## src/rtl/ysyx_24080006_pkg.sv

```systemverilog
// Shared definitions for the write-back/commit stage of the RV32E core:
// machine CSR addresses, trap constants and the WBU handshake states.
package ysyx_24080006_pkg;

    localparam logic [11:0] CSR_MSTATUS   = 12'h300;
    localparam logic [11:0] CSR_MTVEC     = 12'h305;
    localparam logic [11:0] CSR_MEPC      = 12'h341;
    localparam logic [11:0] CSR_MCAUSE    = 12'h342;
    localparam logic [11:0] CSR_MVENDORID = 12'hF11;
    localparam logic [11:0] CSR_MARCHID   = 12'hF12;

    localparam logic [31:0] MCAUSE_ECALL_M = 32'd11;
    localparam logic [31:0] MSTATUS_RESET  = 32'h0000_1800;
    localparam logic [31:0] MVENDORID_VAL  = 32'h7973_7978;
    localparam logic [31:0] MARCHID_VAL    = 32'd24080006;

    typedef enum logic [1:0] {
        BOOT = 2'd0,
        IDLE = 2'd1,
        DONE = 2'd2
    } wbu_state_e;

endpackage

```

## src/rtl/ysyx_24080006_regfile.sv

```systemverilog
// Architectural GPR file: one synchronous write port, two combinational
// read ports, x0 hardwired to zero and out-of-range addresses reading zero.
module ysyx_24080006_regfile
    import ysyx_24080006_pkg::*;
#(
    parameter int NR_GPR = 16
) (
    input  logic        clock,
    input  logic        reset,
    input  logic        we,
    input  logic [4:0]  waddr,
    input  logic [31:0] wdata,
    input  logic [4:0]  rs1_addr,
    output logic [31:0] rs1_data,
    input  logic [4:0]  rs2_addr,
    output logic [31:0] rs2_data
);

    localparam int AW = $clog2(NR_GPR);

    logic [31:0] regs [NR_GPR];
    logic        waddr_ok;
    logic        rs1_ok;
    logic        rs2_ok;

    assign waddr_ok = (32'(waddr) < NR_GPR) && (waddr != 5'd0);
    assign rs1_ok   = (32'(rs1_addr) < NR_GPR) && (rs1_addr != 5'd0);
    assign rs2_ok   = (32'(rs2_addr) < NR_GPR) && (rs2_addr != 5'd0);

    // Register array: cleared on reset, writes to x0 or beyond the file are dropped.
    always_ff @(posedge clock) begin
        if (reset) begin
            for (int i = 0; i < NR_GPR; i++) begin
                regs[i] <= '0;
            end
        end else if (we && waddr_ok) begin
            regs[waddr[AW-1:0]] <= wdata;
        end
    end

    // Read ports see the stored value only; a same-cycle write is not forwarded.
    always_comb begin
        rs1_data = '0;
        rs2_data = '0;
        if (rs1_ok) begin
            rs1_data = regs[rs1_addr[AW-1:0]];
        end
        if (rs2_ok) begin
            rs2_data = regs[rs2_addr[AW-1:0]];
        end
    end

`ifdef SIM_MODE
    // Simulation-only trap for a write to a register that RV32E does not have.
    always @(posedge clock) begin
        if (!reset && we && waddr[4]) begin
            $display("regfile: illegal write to x%0d", waddr);
            $finish;
        end
    end
`endif

endmodule

```

## src/rtl/ysyx_24080006_wbu.sv

```systemverilog
// Write-back/commit stage: takes one retired instruction from the LSU,
// commits GPR/CSR updates and ecall/mret traps, and hands the next fetch
// PC to the IFU. Owns the GPR file and the machine CSRs.
module ysyx_24080006_wbu
    import ysyx_24080006_pkg::*;
#(
    parameter logic [31:0] RESET_PC = 32'h3000_0000,
    parameter int          NR_GPR   = 16
) (
    input  logic        clock,
    input  logic        reset,
    input  logic        in_valid,
    output logic        in_ready,
    input  logic [31:0] in_pc,
    input  logic [31:0] in_dnpc,
    input  logic [4:0]  in_rd_addr,
    input  logic [31:0] in_wdata,
    input  logic        in_wb,
    input  logic [11:0] in_csr_addr,
    input  logic        in_csr_we,
    input  logic [31:0] in_csr_wdata,
    input  logic        in_ecall,
    input  logic        in_mret,
    output logic        out_valid,
    input  logic        out_ready,
    output logic [31:0] out_npc,
    input  logic [4:0]  rs1_addr,
    output logic [31:0] rs1_data,
    input  logic [4:0]  rs2_addr,
    output logic [31:0] rs2_data,
    input  logic [11:0] csr_raddr,
    output logic [31:0] csr_rdata
);

    wbu_state_e state;
    wbu_state_e state_next;

    logic [31:0] mstatus;
    logic [31:0] mtvec;
    logic [31:0] mepc;
    logic [31:0] mcause;

    logic commit;
    logic take_trap;
    logic take_mret;
    logic gpr_we;
    logic csr_we;

    // A commit happens only on the edge where IDLE sees a valid instruction;
    // ecall takes priority over mret when both are flagged.
    assign commit    = (state == IDLE) && in_valid;
    assign take_trap = commit && in_ecall;
    assign take_mret = commit && !in_ecall && in_mret;
    assign gpr_we    = commit && !in_ecall && !in_mret && in_wb;
    assign csr_we    = commit && !in_ecall && in_csr_we;

    // Handshake outputs come from the registered state alone.
    assign in_ready  = (state == IDLE);
    assign out_valid = (state != IDLE);

    // State register.
    always_ff @(posedge clock) begin
        if (reset) begin
            state <= BOOT;
        end else begin
            state <= state_next;
        end
    end

    // Next-state: BOOT/DONE wait for the IFU to take the PC, IDLE waits for the LSU.
    always_comb begin
        state_next = state;
        case (state)
            BOOT:    if (out_ready) state_next = IDLE;
            IDLE:    if (in_valid)  state_next = DONE;
            DONE:    if (out_ready) state_next = IDLE;
            default: state_next = BOOT;
        endcase
    end

    // Next fetch PC: trap vector, saved return address or the computed dnpc.
    always_ff @(posedge clock) begin
        if (reset) begin
            out_npc <= RESET_PC;
        end else if (take_trap) begin
            out_npc <= mtvec;
        end else if (take_mret) begin
            out_npc <= mepc;
        end else if (commit) begin
            out_npc <= in_dnpc;
        end
    end

    // Machine CSRs: ecall records the trap, otherwise an explicit CSR write lands.
    always_ff @(posedge clock) begin
        if (reset) begin
            mstatus <= MSTATUS_RESET;
            mtvec   <= '0;
            mepc    <= '0;
            mcause  <= '0;
        end else if (take_trap) begin
            mepc   <= in_pc;
            mcause <= MCAUSE_ECALL_M;
        end else if (csr_we) begin
            case (in_csr_addr)
                CSR_MSTATUS: mstatus <= in_csr_wdata;
                CSR_MTVEC:   mtvec   <= in_csr_wdata;
                CSR_MEPC:    mepc    <= in_csr_wdata;
                CSR_MCAUSE:  mcause  <= in_csr_wdata;
                default:     ;
            endcase
        end
    end

    // CSR read port: stored values plus the read-only ID registers, zero elsewhere.
    always_comb begin
        csr_rdata = '0;
        case (csr_raddr)
            CSR_MSTATUS:   csr_rdata = mstatus;
            CSR_MTVEC:     csr_rdata = mtvec;
            CSR_MEPC:      csr_rdata = mepc;
            CSR_MCAUSE:    csr_rdata = mcause;
            CSR_MVENDORID: csr_rdata = MVENDORID_VAL;
            CSR_MARCHID:   csr_rdata = MARCHID_VAL;
            default:       csr_rdata = '0;
        endcase
    end

    ysyx_24080006_regfile #(
        .NR_GPR(NR_GPR)
    ) u_regfile (
        .clock    (clock),
        .reset    (reset),
        .we       (gpr_we),
        .waddr    (in_rd_addr),
        .wdata    (in_wdata),
        .rs1_addr (rs1_addr),
        .rs1_data (rs1_data),
        .rs2_addr (rs2_addr),
        .rs2_data (rs2_data)
    );

endmodule

```

## config.mk

```make
export PLATFORM = sky130hd
export DESIGN_NAME = ysyx_24080006_wbu
export DESIGN_NICKNAME = d
export VERILOG_FILES = /design/src/rtl/ysyx_24080006_pkg.sv /design/src/rtl/ysyx_24080006_regfile.sv /design/src/rtl/ysyx_24080006_wbu.sv
export SDC_FILE = /design/constraint.sdc
export NUM_CORES = 1
export LEC_CHECK = 0
export ABC_AREA = 1
export BUFFER_PORTS_ARGS = -buffer_cell sky130_fd_sc_hd__buf_2
export CELL_PAD_IN_SITES_DETAIL_PLACEMENT = 1
export CELL_PAD_IN_SITES_GLOBAL_PLACEMENT = 2
export CORE_MARGIN = 2
export CORE_UTILIZATION = 35
export DETAILED_ROUTE_END_ITERATION = 16
export PLACE_DENSITY = 0.82
export SETUP_SLACK_MARGIN = 0.4
export SLEW_MARGIN = 0
export SYNTH_ARGS = -nofsm -noshare
export SYNTH_HDL_FRONTEND = slang
export SYNTH_HIERARCHICAL = 1
export SYNTH_SLANG_ARGS = --single-unit
```

## constraint.sdc

```tcl
create_clock -name clock -period 4.4 [get_ports clock]
set_clock_uncertainty 0.2 [all_clocks]
set_input_delay 0.22 -clock clock [delete_from_list [all_inputs] [get_ports clock]]
set_output_delay 0.22 -clock clock [all_outputs]
set_load 0.01 [all_outputs]
```

## After elaboration in Yosys (flattened, before gate mapping)

Memory sizes are Yosys's and may differ from the RTL's.
Index checks and enable logic that the tools add are counted.

- Bits in registers: 162
- Logic and storage cells: 80
- Memories kept: 1
- Bits in writable memories: 512

Memory list:

| name | depth | width | read ports | clocked after memory_dff | write ports | RTL line | source |
|---|---|---|---|---|---|---|---|
| u_regfile.regs | 16 | 32 | 2 | 0 | 16 | ysyx_24080006_regfile.sv:21 | `logic [31:0] regs [NR_GPR];` |

- Reduce and logical (&&, ||, !) cells: 30
- Mux-type cells: 23
- Equal/unequal tests: 15
- Magnitude comparators: 3
- Bitwise operators: 1

Operators with widths:

| kind | count |
|---|---|
| 32-bit 2-to-1 mux | 9 |
| 32-bit case mux with 6 select lines | 1 |
| 12-bit by 10-bit equality test with 1-bit output (second input constant) | 8 |
| 32-bit OR reduction | 1 |
| 12-bit equality test (second input constant) | 2 |
| 4-bit 2-to-1 mux | 4 |
| 5-bit less-than comparator (second input constant) | 3 |
| 5-bit nonzero test | 3 |
| 1-bit logical AND | 11 |
| 2-bit AND reduction | 4 |
| 1-bit 2-to-1 mux | 6 |
| 3-bit AND reduction | 2 |
| 2-bit nonzero test | 3 |
| 2-bit 2-to-1 mux | 2 |
| 2-bit by 1-bit inequality test with 1-bit output (second input constant) | 2 |
| 2-bit case mux with 2 select lines | 1 |
| 2-bit OR reduction | 2 |
| 3-bit nonzero test | 1 |
| 2-bit by 1-bit equality test with 1-bit output (second input constant) | 1 |
| 2-bit equality test (second input constant) | 1 |
| 1-bit zero test | 2 |
| 2-bit zero test | 1 |
| 2-bit inequality test (second input constant) | 1 |
| 1-bit inverter | 1 |

## Depth between registers and ports, before layout

- Depth in word-level cells: 11
- Gate-level depth with buffers: 11
- Depth with buffers taken out: 10

## Hierarchy

The synthesis kept the hierarchy.

Modules (own cells, without submodules):

| module | seq. area each (sq um) | cells an instance | times used | area an instance (sq um) |
|---|---|---|---|---|
| ysyx_24080006_regfile | 15,374.7 | 4,063 | 1 | 30,225.2 |
| ysyx_24080006_wbu | 3,243.1 | 1,367 | 1 | 8,305.5 |

## Worst setup path after synthesis

Ideal clock, no wire load.

- Path kind: register -> register
- Start point: reg state[0]
- End point: mem u_regfile.regs[8][0], enable pin
- Period minus slack after synthesis: 3.142 ns
- Cell stages (with the launch flop): 11
- Required time: 3.811 ns
- Path buffers: 2
- Setup slack: 1.258 ns
- Library setup time: 0.389 ns
- Data arrival time: 2.552 ns
- Cells stage by stage: dfxtp_1 -> nand3_4 -> nor2_1 -> clkbuf_1 -> nand2_1 -> nor2_1 -> nand2_2 -> nor3_2 -> nand2_1 -> buf_2 -> nand2_1

RTL lines:

| what | RTL line | source |
|---|---|---|
| from (decl) | ysyx_24080006_wbu.sv:35 | `wbu_state_e state;` |
| from (signal assigned) | ysyx_24080006_wbu.sv:66 | `state <= state_next;` |
| to (decl) | ysyx_24080006_regfile.sv:21 |  |

## Worst setup path after layout

- Start point: reg state[1]
- End point: reg out_npc[19]

- Word-level cells in the longest chain between the ends: 6
- Elaborated cells on any way between the ends: 8
- Classes of those cells: 1 x eq/ne; 2 x mux; 5 x reduce/logical

RTL lines:

| what | RTL line | source |
|---|---|---|
| 2-bit by 1-bit equality test with 1-bit output (*) | ysyx_24080006_wbu.sv:51 | `assign commit = (state == IDLE) && in_valid;` |
| 1-bit logical AND (*) | ysyx_24080006_wbu.sv:51 |  |
| 1-bit logical AND (2 in a row) | ysyx_24080006_wbu.sv:53 | `assign take_mret = commit && !in_ecall && in_mret;` |
| 32-bit 2-to-1 mux | ysyx_24080006_wbu.sv:87 | `end else if (take_mret) begin` |
| 32-bit 2-to-1 mux | ysyx_24080006_wbu.sv:85 | `end else if (take_trap) begin` |
| to (signal assigned) | ysyx_24080006_wbu.sv:86 | `out_npc <= mtvec;` |
| to (signal assigned) | ysyx_24080006_wbu.sv:88 | `out_npc <= mepc;` |
| to (signal assigned) | ysyx_24080006_wbu.sv:90 | `out_npc <= in_dnpc;` |
| to (decl) | ysyx_24080006_wbu.sv:26 | `output logic [31:0] out_npc,` |

Mark *: on every way between the ends. The rest lies on a longest branch, timed or not.
A chain may end at the register's enable or synchronous reset.

==> run metrics <==
Core Rows=121; synth warn=6; DRT Pass-1 Iters=5; CP most frequent cell=dlygate4sd3_1; CTS sink count=674; DRC Markers=0; Seq/Total Area, Yosys=0.483; VDD IR max=226 µV; chip width=336 µm; Post-DP HPWL=104000 µm; Max-Cap Viols=0; worst rel slew slack=0.0723; layout cell share with drive strength beyond 1=0.104; Inserted Clock Buffers=82; syn avg cell area=7.10 µm²; final design utilization=0.414; CP Class=reg2reg; Finished Layout Cells=7191; antenna violations before repair=12; Top FF cell, synth=edfxtp_1; crit start category=flip-flop; Post-synth ARST share=0; R2R setup slack=780 ps; Max Slew Vio Count=0; Seq cells post-synth=674; DRT iter0 DRCs=3183; reg-to-reg startpoint=state[1]; synth cell count leaders=nand2_1, nand3_1, nor2_1, inv_1, edfxtp_1; cts repair resizes=0; setup TNS=0 ps; Synth top area share=0.399; hold depth=4; Hold Path Origin=in_ecall; maximum root-to-sink buffer count=3; vias in the first global route=38.6k; FF-to-FF path depth=10; CP Max Fanout=67; clock slew seen by the registers of the worst setup and hold paths=60 ps; Final period util=0.822; Final #Nets=5888; CTS tree=yes; Place WS=933 ps; clock latency on the worst-skew pair=650 ps; reg-to-reg endpoint=out_npc[19]; first-pass GRT wire length=253000 µm; crit-path leading delay family=buffers and inverters; Die H=336 µm; WL/cell=23.9 µm; core area=109000 µm²; Cell variety after synth=35; critical path capture point type=flip-flop; most common cell in the netlist=nand2_1; status=finished clean; Fmax=277 MHz; CP peak stage delay=720 ps; Syn Std Cell Area=38500 µm²; Post-Layout Inst Area=45100 µm²; boundary pin count=305; hold crit path type=in2reg; Bufs and invs on worst path=5; Synth Instances=5430; Initial Util=0.353; CP cell instances=inv_1 > nand3_4 > nor2_4 > inv_2 > buf_4 > nand3_1 > nand2_1 > dlygate4sd3_1 > a21oi_1 > dlygate4sd3_1; root buf cell=clkbuf_16; Critical-path top delay cell=buf_4; Cell Pwr Density=353 nW/µm²; Arrival @ worst endpoint=3950 ps; RSZ-0062 raised after global routing=false; Area Overhead vs Synth=17.2%; Worst EP required=4730 ps; pin count of the biggest net entering global routing=151; placed inst area=41100 µm²; Pleak=21.5 nW; Remaining Overflow, GRT=0; Synth area leaders=edfxtp_1, nand2_1, nand3_1; Hold Path Sink=out_npc[12]; Hold Violations, Final=0; overall global routing resource usage=0.301; placed cell count=6897; final wirelength=172000 µm; Final Worst Setup Slack=785 ps; EDFF count, synth=512; Finish-stage setup viols=0; Port Buffers=304; via/cell ratio=5.32; Levels on crit path=10; die area=113000 µm²; Yosys top cell by area=edfxtp_1; GPL Wtd Cong=0.849; Vias=38.2k; crit path time final=3620 ps; Filler cells=13.6k; overall power=15.9 mW; # H-tree levels=3; Post-DRT Antenna Nets=0; Hold Worst Slack=33.0 ps; worst slew pin tran=1390 ps
-- power by group --
group	internal, mW	total, mW	switching (mW)
clock	3.83	6.67	2.84
sequential	7.02	7.09	0.0715
combinational	0.621	2.18	1.56
total	11.5	15.9	4.48
-- tightest hold or removal path: cells and delay by family --
kind            cells  cell delay, ps
compound gates      2             190
buf+inv             1             310
simple gates        1              70
-- registers in the layout, summed over array words and instances (netlist names) --
name and flops:
out_npc 32, mcause 32, mepc 32, state 2
mtvec 32, mstatus 32, u_regfile/regs 512
-- repair_timing --
| action | 4_1_cts | 5_1_grt |
|---|---|---|
| setup buffers | 0 | 0 |
| hold endpoints to repair | 381 | 0 |
| setup endpoints to repair | 0 | 0 |
| hold buffers | 146 | 0 |
-- placed cells by master, fill, tap and decap left out, types with 5 or more instances in the layout --
| cell type | count |
|---|---|
| nor2_4 | 7 |
| nor2_1 | 831 |
| clkbuf_8 | 5 |
| buf_2 | 299 |
| inv_1 | 689 |
| o21ai_0 | 121 |
| clkinv_1 | 11 |
| nand3_1 | 851 |
| buf_12 | 18 |
| nand2_2 | 30 |
| nand2_1 | 1684 |
| conb_1 | 32 |
| buf_4 | 76 |
| dlygate4sd3_1 | 146 |
| nand4_1 | 10 |
| clkinv_2 | 15 |
| a21oi_1 | 95 |
| clkbuf_1 | 23 |
| dfxtp_1 | 162 |
| inv_2 | 19 |
| a21oi_2 | 10 |
| edfxtp_1 | 512 |
| clkbuf_16 | 85 |
-- cell families (layout without fill, tap and decap cells) --
group	after synthesis	after routing	share of synthesized area
AO/OA/AOI/OAI	231	231	0.0315
buffers and inverters	1089	1402	0.119
flip-flops	674	674	0.483
other	1	35	0.0000973
AND/OR/NAND/NOR	3435	3435	0.366
-- worst max path at each step --
stage | from | end | slack [ps]
5_1_grt | state[1] | out_npc[19] | 650
6_report | state[1] | out_npc[19] | 780
4_1_cts | state[1] | out_npc[19] | 840
3_5_place_dp | rs2_addr[0] | rs2_data[31] | 930
2_1_floorplan | state[0] | u_regfile/regs[8][0] | 1260
3_3_place_gp | rs2_addr[0] | rs2_data[31] | 960
-- final cells by class --
type                    count  area (µm²)  share of cell area
diodes                      3        7.51            0.000166
clock buffers             112        2260              0.0501
clock inverters            33         294             0.00651
inverters                 714        2710              0.0599
multi-input cells        3698       15500               0.344
flip-flops and latches    674       18600               0.412
well taps                1414        1770              0.0392
repair buffers            543        3940              0.0872
-- layer usage --
metal | track usage | routed length, µm | up-vias
met2 | 0.498 | 80500 | 1465
met5 | 0 | 104 | -
met3 | 0.0539 | 12900 | 304
li1 | - | - | 17500
met4 | 0.103 | 5590 | 18
met1 | 0.395 | 73000 | 18900
No activity file was read; power rests on OpenSTA's default activity.
